### src/rtl/dds_phase_gen_if.sv
// Bus bundle between the sampling controller, dds_phase_gen and the DAC stage.
// Phase_Off is present only when DDS_PHASE_OFFSET_EN is defined.
interface dds_phase_gen_if #(
  parameter int PHASE_W = 24,
  parameter int OUT_W   = 12
) ();
  logic               Enable;
  logic               Ready;
  logic [PHASE_W-1:0] Ftw_In;
  logic               Ftw_Load;
  logic [1:0]         Wave_Sel;
  logic [OUT_W-1:0]   Sample;
  logic               Sample_Valid;
  logic               Wrap;
  logic               Ftw_Busy;
`ifdef DDS_PHASE_OFFSET_EN
  logic [PHASE_W-1:0] Phase_Off;

  modport master (
    output Enable, Ready, Ftw_In, Ftw_Load, Wave_Sel, Phase_Off,
    input  Sample, Sample_Valid, Wrap, Ftw_Busy
  );
  modport slave (
    input  Enable, Ready, Ftw_In, Ftw_Load, Wave_Sel, Phase_Off,
    output Sample, Sample_Valid, Wrap, Ftw_Busy
  );
`else
  modport master (
    output Enable, Ready, Ftw_In, Ftw_Load, Wave_Sel,
    input  Sample, Sample_Valid, Wrap, Ftw_Busy
  );
  modport slave (
    input  Enable, Ready, Ftw_In, Ftw_Load, Wave_Sel,
    output Sample, Sample_Valid, Wrap, Ftw_Busy
  );
`endif
endinterface

### src/rtl/dds_phase_gen.sv
// Two-stage DDS phase accumulator with saw/square/triangle/midscale mapping and
// wrap-synchronised FTW updates. Optional phase offset via DDS_PHASE_OFFSET_EN.
module dds_phase_gen #(
  parameter int                 PHASE_W   = 24,
  parameter int                 OUT_W     = 12,
  parameter logic [PHASE_W-1:0] FTW_RESET = 24'h010000
) (
  input logic            Fg_CLK,
  input logic            RESETn,
  dds_phase_gen_if.slave bus
);

  logic               step_s;
  logic [PHASE_W:0]   sum_s;
  logic               carry_s;
  logic [PHASE_W-1:0] map_phase_s;

  logic [PHASE_W-1:0] acc_r;
  logic [PHASE_W-1:0] ftw_active_r;
  logic [PHASE_W-1:0] ftw_pend_r;
  logic               ftw_busy_r;
  logic               s1_valid_r;
  logic               s1_carry_r;
  logic [1:0]         s1_sel_r;
`ifdef DDS_PHASE_OFFSET_EN
  logic [PHASE_W-1:0] s1_off_r;
`endif
  logic [OUT_W-1:0]   sample_r;
  logic               sample_valid_r;
  logic               wrap_r;

  function automatic logic [OUT_W-1:0] map_sample(input logic [1:0] sel,
                                                  input logic [PHASE_W-1:0] ph);
    logic [OUT_W-1:0] tri_s;
    tri_s = ph[PHASE_W-2 -: OUT_W];
    case (sel)
      2'd0:    map_sample = ph[PHASE_W-1 -: OUT_W];
      2'd1:    map_sample = ph[PHASE_W-1] ? {OUT_W{1'b0}} : {OUT_W{1'b1}};
      2'd2:    map_sample = ph[PHASE_W-1] ? ~tri_s : tri_s;
      2'd3:    map_sample = {1'b1, {(OUT_W-1){1'b0}}};
      default: map_sample = {OUT_W{1'b0}};
    endcase
  endfunction

  // Step qualification, accumulator sum with carry, and stage-2 phase select.
  always_comb begin
    step_s  = bus.Enable && bus.Ready;
    sum_s   = {1'b0, acc_r} + {1'b0, ftw_active_r};
    carry_s = sum_s[PHASE_W];
`ifdef DDS_PHASE_OFFSET_EN
    map_phase_s = acc_r + s1_off_r;
`else
    map_phase_s = acc_r;
`endif
  end

  // Stage 1: accumulator advance; wave select and offset ride along with the step.
  always_ff @(posedge Fg_CLK) begin
    if (!RESETn) begin
      acc_r      <= {PHASE_W{1'b0}};
      s1_valid_r <= 1'b0;
      s1_carry_r <= 1'b0;
      s1_sel_r   <= 2'd0;
`ifdef DDS_PHASE_OFFSET_EN
      s1_off_r   <= {PHASE_W{1'b0}};
`endif
    end else begin
      s1_valid_r <= step_s;
      s1_carry_r <= step_s && carry_s;
      if (step_s) begin
        acc_r    <= sum_s[PHASE_W-1:0];
        s1_sel_r <= bus.Wave_Sel;
`ifdef DDS_PHASE_OFFSET_EN
        s1_off_r <= bus.Phase_Off;
`endif
      end
    end
  end

  // FTW queue: a new word only takes effect after the step that wraps the phase.
  always_ff @(posedge Fg_CLK) begin
    if (!RESETn) begin
      ftw_active_r <= FTW_RESET;
      ftw_pend_r   <= {PHASE_W{1'b0}};
      ftw_busy_r   <= 1'b0;
    end else if (step_s && carry_s) begin
      if (bus.Ftw_Load) begin
        ftw_active_r <= bus.Ftw_In;
        ftw_busy_r   <= 1'b0;
      end else if (ftw_busy_r) begin
        ftw_active_r <= ftw_pend_r;
        ftw_busy_r   <= 1'b0;
      end
    end else if (bus.Ftw_Load) begin
      ftw_pend_r <= bus.Ftw_In;
      ftw_busy_r <= 1'b1;
    end
  end

  // Stage 2: waveform mapping and output strobes.
  always_ff @(posedge Fg_CLK) begin
    if (!RESETn) begin
      sample_r       <= {OUT_W{1'b0}};
      sample_valid_r <= 1'b0;
      wrap_r         <= 1'b0;
    end else if (s1_valid_r) begin
      sample_r       <= map_sample(s1_sel_r, map_phase_s);
      sample_valid_r <= 1'b1;
      wrap_r         <= s1_carry_r;
    end else begin
      sample_valid_r <= 1'b0;
      wrap_r         <= 1'b0;
    end
  end

  assign bus.Sample       = sample_r;
  assign bus.Sample_Valid = sample_valid_r;
  assign bus.Wrap         = wrap_r;
  assign bus.Ftw_Busy     = ftw_busy_r;

endmodule
### src/flat_wrapper.sv
// flat-port wrapper written by rule: the top's interface ports become plain ports
module dds_phase_gen_flat 
#(
  parameter int                 PHASE_W   = 24,
  parameter int                 OUT_W     = 12,
  parameter logic [PHASE_W-1:0] FTW_RESET = 24'h010000
)
  (Fg_CLK, RESETn, bus_Enable, bus_Ready, bus_Ftw_In, bus_Ftw_Load, bus_Wave_Sel, bus_Sample, bus_Sample_Valid, bus_Wrap, bus_Ftw_Busy);
  dds_phase_gen_if #(.PHASE_W(PHASE_W), .OUT_W(OUT_W)) bus_i ();
  input logic Fg_CLK;
  input logic RESETn;
  input wire logic [$bits(bus_i.Enable)-1:0] bus_Enable;
  input wire logic [$bits(bus_i.Ready)-1:0] bus_Ready;
  input wire logic [$bits(bus_i.Ftw_In)-1:0] bus_Ftw_In;
  input wire logic [$bits(bus_i.Ftw_Load)-1:0] bus_Ftw_Load;
  input wire logic [$bits(bus_i.Wave_Sel)-1:0] bus_Wave_Sel;
  output wire logic [$bits(bus_i.Sample)-1:0] bus_Sample;
  output wire logic [$bits(bus_i.Sample_Valid)-1:0] bus_Sample_Valid;
  output wire logic [$bits(bus_i.Wrap)-1:0] bus_Wrap;
  output wire logic [$bits(bus_i.Ftw_Busy)-1:0] bus_Ftw_Busy;
  assign bus_i.Enable = bus_Enable;
  assign bus_i.Ready = bus_Ready;
  assign bus_i.Ftw_In = bus_Ftw_In;
  assign bus_i.Ftw_Load = bus_Ftw_Load;
  assign bus_i.Wave_Sel = bus_Wave_Sel;
  assign bus_Sample = bus_i.Sample;
  assign bus_Sample_Valid = bus_i.Sample_Valid;
  assign bus_Wrap = bus_i.Wrap;
  assign bus_Ftw_Busy = bus_i.Ftw_Busy;
  dds_phase_gen #(.PHASE_W(PHASE_W), .OUT_W(OUT_W), .FTW_RESET(FTW_RESET)) u_core (.Fg_CLK(Fg_CLK), .RESETn(RESETn), .bus(bus_i));
endmodule
### config.mk
export PLATFORM = sky130hd
export DESIGN_NAME = dds_phase_gen_flat
export DESIGN_NICKNAME = d
export VERILOG_FILES = /design/src/rtl/dds_phase_gen_if.sv /design/src/rtl/dds_phase_gen.sv /design/src/flat_wrapper.sv
export SDC_FILE = /design/constraint.sdc
export NUM_CORES = 1
export LEC_CHECK = 0
export BUFFER_PORTS_ARGS = -buffer_cell sky130_fd_sc_hd__buf_2
export CORE_MARGIN = 2
export CORE_UTILIZATION = 58
export CTS_CLUSTER_SIZE = 40
export DETAILED_ROUTE_END_ITERATION = 12
export GPL_TIMING_DRIVEN = 0
export PLACE_DENSITY = 0.75
export SYNTH_ARGS = -nofsm -noshare
export SYNTH_HDL_FRONTEND = slang
export SYNTH_SLANG_ARGS = --single-unit
### constraint.sdc
create_clock -name Fg_CLK -period 2.8 [get_ports Fg_CLK]
set_input_delay 0.14 -clock Fg_CLK [delete_from_list [all_inputs] [get_ports Fg_CLK]]
set_output_delay 0.14 -clock Fg_CLK [all_outputs]
set_load 0.01 [all_outputs]
==> results of run 1 <==
## synth_stat cells, types with 7 or more instances
cell type	n	area share
a21oi_1	48	0.048
xor2_1	9	0.016
o221ai_1	11	0.019
clkbuf_1	31	0.023
o21ai_1	27	0.027
a21boi_0	7	0.011
xnor2_1	7	0.012
o211a_1	35	0.071
mux2i_1	25	0.050
nand3_1	36	0.036
nor2_1	30	0.023
a21o_1	9	0.014
dfxtp_1	91	0.37
ha_1	24	0.061
nand2_1	88	0.067
and2_1	12	0.015
o21ai_0	25	0.025
## stage by stage
stage / total power [mW] / hold slack [ns] / worst slack (ns) / util
floorplan: 1.51 / 0.277 / 0.414 / -
global placement: 1.59 / 0.376 / 0.112 / 0.643
detailed placement: 1.59 / 0.386 / 0.0421 / 0.643
CTS: 2.55 / 0.00197 / 0.0276 / 0.676
global route: 2.64 / 0.0144 / 0.000302 / 0.676
finish: 2.54 / 0.0116 / 0.123 / 0.676
## critical path, stage by stage (launching register included)
cell	delay [ns]
dfxtp_1	0.36
ha_1	0.24
fa_1	0.44
a211oi_2	0.28
nor3b_2	0.10
o21ai_2	0.29
o32ai_4	0.17
a21oi_2	0.23
buf_6	0.17
buf_6	0.15
nand3_1	0.08
o21ai_1	0.11
## logic make-up after synthesis
| logic type | after synthesis | synth area share |
|---|---|---|
| AOI/OAI and AO/OA | 191 | 0.268 |
| xor gates and xnor gates | 16 | 0.0282 |
| adders and majority gates | 25 | 0.0646 |
| buffers and inverters | 48 | 0.0462 |
| DFF | 91 | 0.367 |
| muxes | 25 | 0.0504 |
| and+or+nand+nor | 190 | 0.175 |
## per-layer routing
layer	wire length, um	track usage	vias to the layer above
met5	0	0	-
met4	335	0.113	0
met3	635	0.0465	26
met2	5780	0.472	146
met1	5240	0.341	2120
li1	-	-	2254
## layout make-up
cell class,instances,area share
repair buffers,49,0.0493
flip-flops and latches,91,0.326
clock inverters,6,0.0139
clock buffers,10,0.0246
plain buffers,43,0.0381
multi-input cells,447,0.521
inverters,5,0.00336
well taps,105,0.0235
## registers in the layout, indices dropped and copies added (netlist names)
name                     cells
u_core.acc_r                24
u_core.ftw_active_r         24
u_core.bus.Sample_Valid      1
u_core.ftw_pend_r           24
u_core.s1_carry_r            1
u_core.bus.Ftw_Busy          1
u_core.bus.Wrap              1
u_core.bus.Sample           12
u_core.s1_sel_r              2
u_core.s1_valid_r            1
## power groups by stage
stage          Combinational (mW)  Sequential [mW]  Clock, mW
2_1_floorplan               0.137             1.38          0
3_3_place_gp                0.210             1.37          0
3_5_place_dp                0.217             1.38          0
4_1_cts                     0.224             1.35      0.982
5_1_grt                     0.251             1.35       1.04
6_report                    0.226             1.35      0.963
## worst paths after layout
kind | end | slack, ns | depth (start not counted) | start
min reg2reg | u_core.ftw_pend_r[8]$_SDFFE_PN0P_ | 0.45 | 2 | u_core.ftw_pend_r[8]$_SDFFE_PN0P_
max | u_core.ftw_pend_r[3]$_SDFFE_PN0P_ | 0.12 | 11 | u_core.ftw_active_r[0]$_SDFFE_PN0P_
max reg2reg | u_core.ftw_pend_r[3]$_SDFFE_PN0P_ | 0.12 | 11 | u_core.ftw_active_r[0]$_SDFFE_PN0P_
min | u_core.ftw_pend_r[0]$_SDFFE_PN0P_ | 0.01 | 3 | bus_Ftw_In[0]
## timing repair
action / 4_1_cts / 5_1_grt
setup buffers: 0 / 0
hold buffers: 6 / 0
gates resized for setup: 0 / 4
hold endpoints to repair: 6 / 0
setup endpoints to repair: 0 / 20
==> flow_summary.yaml, run 1 <==
sta:
  period_share: 0.956
  slew_headroom: 0.493
  worstMarginPinSlew_ns: 0.760
  slew_violations: 0
  period_minus_slack_ns: 2.68
  hold_viol: 0
  tns_ns: 0
  grt_setup_unrepaired: "false"
  clock_skew_ns: 0.0166
  max_freq_mhz: 374
  setup_viol: 0
final_layout:
  fill_cells: 722
  multiInputGateArea_um2: 2910
  fin_area_um2: 5590
  drive_gt1_frac: 0.123
  final_common_cell: "dfxtp_1"
  most-common-layout-cells: "91 x dfxtp_1, 88 x nand2_1, 48 x a21oi_1"
  antenna_cells: 0
  regArea_um2: 1820
  layout.cells.non_filler: 756
  syn2layout_area_growth_pct: 12.6
  final_nets: 702
global_route:
  grt.total_usage: 0.274
  grt_pass1_wl_um: 19700
  antenna_found_initial: 0
  overflow: 0
  grt_pass1_vias: 4314
  grt_max_degree: 18
clock_network:
  htreeDepth: 3
  worst_skew_pair.late_latency_ns: 0.37
  cts_tree: "yes"
  clock-sinks: 91
  path_clk_slew_ns: 0.09
  numCtsBuffers: 9
  cts-root-buf: "clkbuf_8"
  clockBufferDepth: 2
worst_setup_path:
  startpoint_type: "flip-flop"
  crit_required_ns: 3.10
  endpoint_kind: "flip-flop"
  worstPathMaxFanout: 10
  critPathKind: "flip-flop to flip-flop"
  critPathArrivalTime_ns: 2.97
die:
  dieArea_um2: 9310
  die_y_um: 96.5
  ioPinCount: 46
  die_x_um: 96.5
  row_count: 33
  core_um2: 8260
  initial_utilization: 0.601
run_status:
  outcome: "finished clean"
detailed_routing:
  via_per_inst: 6.01
  drt-total-wl_um: 12000
  drtAntennaViolNets: 0
  drc_errors: 0
  wire_per_inst_um: 15.9
  dr.pass1.iters: 5
  drt_iter0_drc: 274
  vias: 4546
synth:
  syn_avg_cell_area_um2: 8.47
  syn_area_um2: 4960
  syn_nets: 642
  synth_flop_cell: "dfxtp_1"
  seq_area_frac_synth: 0.367
  ys_ff_latch: 91
  netlist_instances: 586
  ys_types: 51
  ys_warn_count: 0
  synth_edf_count: 0
  synth-async-reset-ratio: 0
pwr:
  comb_power_share: 0.089
  leakage_nw: 2.63
  vdd_drop_max_v: 0.000361
  intPower_mw: 1.87
  p_sw_frac: 0.261
  seqPwrFrac: 0.531
  switching_power_uw: 662
  power_density_nw_per_um2: 454
  pwr-share-clk: 0.380
job:
  cap_violations: 0
placement:
  gp_congestion: 0.948
  hpwl_um: 9050
  dp_cells: 734
  io_buffers: 43
  placed_cell_area_um2: 5310
worst_hold_path:
  hp-class: "input port to flip-flop"
Power figures use the tool's default switching activity.
==> inputs of run 2 (changes only) <==
--- a/config.mk
+++ b/config.mk
@@ -5,6 +5,7 @@
 export SDC_FILE = /design/constraint.sdc
 export NUM_CORES = 1
 export LEC_CHECK = 0
+export ABC_AREA = 1
 export BUFFER_PORTS_ARGS = -buffer_cell sky130_fd_sc_hd__buf_2
 export CORE_MARGIN = 2
 export CORE_UTILIZATION = 58
==> constraint.sdc (replaced) <==
create_clock -name Fg_CLK -period 2.6 [get_ports Fg_CLK]
set_input_delay 0.13 -clock Fg_CLK [delete_from_list [all_inputs] [get_ports Fg_CLK]]
set_output_delay 0.13 -clock Fg_CLK [all_outputs]
set_load 0.01 [all_outputs]
==> run 2 against run 1 <==
Worst hold slack got worse by 0.0034 ns. Power grew 16%. Non-clock buffer count is 11 lower. Synthesized area is 13% higher. First-iteration DRC count grew 3.3%. Critical path depth up 2. Critical endpoint is now u_core.ftw_active_r[5]$_SDFFE_PN0P_.
==> flow_summary.yaml, run 2 <==
die:
  core_um2: 9330
  ioPinCount: 46
  dieArea_um2: 10500
  initial_utilization: 0.601
  row_count: 35
  die_y_um: 102
  die_x_um: 102
worst_setup_path:
  critPathKind: "flip-flop to flip-flop"
  r2r_cells: 13
  startpoint_type: "flip-flop"
  crit_required_ns: 2.90
  worstPathMaxFanout: 10
  r2r_start: "u_core.ftw_active_r[0]$_SDFFE_PN0P_"
  endpoint_kind: "flip-flop"
  regToRegEndpoint: "u_core.ftw_active_r[5]$_SDFFE_PN0P_"
  reg2reg_slack_ns: 0.28
  critPathArrivalTime_ns: 2.61
final_layout:
  top_regs: "u_core.acc_r: 24 flops, u_core.ftw_active_r: 24 flops, u_core.ftw_pend_r: 24 flops"
  most-common-layout-cells: "278 x nand2_1, 139 x inv_1, 124 x nor2_1"
  final_common_cell: "nand2_1"
  antenna_cells: 0
  regArea_um2: 1820
  syn2layout_area_growth_pct: 10.8
  drive_gt1_frac: 0.111
  multiInputGateArea_um2: 3050
  fill_cells: 915
  final_nets: 1019
sta:
  grt_setup_unrepaired: "false"
  clock_skew_ns: 0.0155
  period_minus_slack_ns: 2.32
  max_freq_mhz: 431
  whs_ns: 0.00818
  period_share: 0.892
  setup_viol: 0
  slew_violations: 0
  tns_ns: 0
  hold_viol: 0
  worst_slack_ns: 0.281
  worstMarginPinSlew_ns: 0.627
  slew_headroom: 0.582
synth:
  synth_mux_area_frac: 0
  netlist_instances: 906
  ys_ff_latch: 91
  yosys.area.top_type_share: 0.325
  seq_area_frac_synth: 0.325
  synth_top_family_by_area: "simple AND/OR/NAND/NOR gates"
  ys_warn_count: 0
  synth-simple-area-share: 0.365
  ys_types: 31
  synthXorXnorAreaFrac: 0.0156
  synth_fa_ha_area_frac: 0.0572
  synth_flop_cell: "dfxtp_1"
  synth_top_area_cell: "dfxtp_1"
  synth_area_leaders: "dfxtp_1 33%, nand2_1 19%, inv_1 9.3%, nor2_1 8.3%, ha_1 5.4%"
  syn_nets: 962
  syn_avg_cell_area_um2: 6.18
  syn_area_um2: 5600
  synth_most_common_cell: "nand2_1"
  synth-async-reset-ratio: 0
  synth_common_cells: "278 x nand2_1, 139 x inv_1, 124 x nor2_1"
  synth_edf_count: 0
  synth_compound_area_frac: 0.107
placement:
  gp_congestion: 0.934
  io_buffers: 45
  place_ws_ns: 0.298
  hpwl_um: 11700
detailed_routing:
  drc_errors: 0
  via_per_inst: 5.14
  drt-total-wl_um: 14900
  drtAntennaViolNets: 0
  dr.pass1.iters: 5
  drt_iter0_drc: 283
  vias: 5639
  wire_per_inst_um: 13.5
clock_network:
  post_cts_buffers: 0
  worst_skew_pair.late_latency_ns: 0.37
  clock-sinks: 91
  numCtsBuffers: 9
  postCtsResizedCells: 0
  htreeDepth: 3
  clockBufferDepth: 2
  path_clk_slew_ns: 0.09
  cts-root-buf: "clkbuf_8"
  cts_tree: "yes"
worst_hold_path:
  hp-class: "input port to flip-flop"
  worstHoldEndpoint: "u_core.ftw_pend_r[1]$_SDFFE_PN0P_"
  hp-start: "bus_Ftw_In[1]"
  min_path_cells: 3
global_route:
  grt_max_degree: 17
  overflow: 0
  grt_pass1_vias: 5110
  grt_pass1_wl_um: 24000
  grt.total_usage: 0.295
  antenna_found_initial: 0
run_status:
  outcome: "finished clean"
pwr:
  leakage_nw: 3.33
  vdd_drop_max_v: 0.000295
  power_density_nw_per_um2: 472
job:
  cap_violations: 0
[run 2: cell type report]
class / count / area share
sequential: 91 / 0.293
inverter: 140 / 0.0847
clock inverter: 6 / 0.0113
timing repair buffer: 46 / 0.0379
clock buffer: 10 / 0.0222
multi-input combinational: 640 / 0.492
tap: 129 / 0.0260
buffer: 35 / 0.0329
[run 2: timing repair]
action	4_1_cts	5_1_grt
hold buffers	1	0
hold endpoints to repair	1	0
endpoints found under the setup margin	0	0
[run 2: per-layer routing]
| metal | part of all wire | up-vias | GRT usage |
|---|---|---|---|
| li1 | - | 2901 | - |
| met1 | 0.45 | 2551 | 0.386 |
| met2 | 0.47 | 159 | 0.499 |
| met3 | 0.057 | 28 | 0.0492 |
| met4 | 0.023 | 0 | 0.0944 |
| met5 | 0 | - | 0 |
[run 2: worst max-delay path by stage]
| stage | startpoint | endpoint | slack, ns |
|---|---|---|---|
| floorplan | u_core.ftw_active_r[0]$_SDFFE_PN0P_ | u_core.ftw_pend_r[0]$_SDFFE_PN0P_ | 0.61 |
| CTS | u_core.ftw_active_r[0]$_SDFFE_PN0P_ | u_core.ftw_active_r[17]$_SDFFE_PN0P_ | 0.28 |
| global route | u_core.ftw_active_r[0]$_SDFFE_PN0P_ | u_core.ftw_active_r[5]$_SDFFE_PN0P_ | 0.12 |
| detailed placement | u_core.ftw_active_r[0]$_SDFFE_PN0P_ | u_core.ftw_pend_r[5]$_SDFFE_PN0P_ | 0.30 |
| finish | u_core.ftw_active_r[0]$_SDFFE_PN0P_ | u_core.ftw_active_r[5]$_SDFFE_PN0P_ | 0.28 |
| global placement | u_core.ftw_active_r[0]$_SDFFE_PN0P_ | u_core.ftw_pend_r[20]$_SDFFE_PN0P_ | 0.36 |
[run 2: report_power, final]
group          switching [mW]  total (mW)  leakage [nW]  internal, mW
Clock                   0.535        1.02         0.107         0.480
Combinational           0.270       0.419          2.48         0.150
Sequential             0.0398        1.50         0.746          1.46
[run 2: cells by family after synthesis]
family                     count (synthesis)
DFF                                       91
adders and majority gates                 25
AOI/OAI and AO/OA                        110
xor gates and xnor gates                  10
and+or+nand+nor                          495
buffers and inverters                    175
[run 2: through the flow]
step	utilization	std cells	instance area, um2	power, mW
floorplan	-	906	5600	1.80
global placement	0.642	1080	5990	1.93
detailed placement	0.642	1080	5990	1.94
CTS	0.665	1097	6210	2.95
global route	0.665	1097	6210	3.07
finish	0.665	1097	6210	2.93
[run 2: critical path, stage by stage, from the launching register on]
cell and delay [ns]:
dfxtp_1 0.32, ha_1 0.22, fa_1 0.43, nand2_1 0.08, nand2_1 0.08, nand3_1 0.11
nand2_2 0.11, nand2_1 0.10, nand3_2 0.15, nand3_2 0.11, buf_6 0.14, buf_2 0.20
nor2_1 0.08, nor2_1 0.11
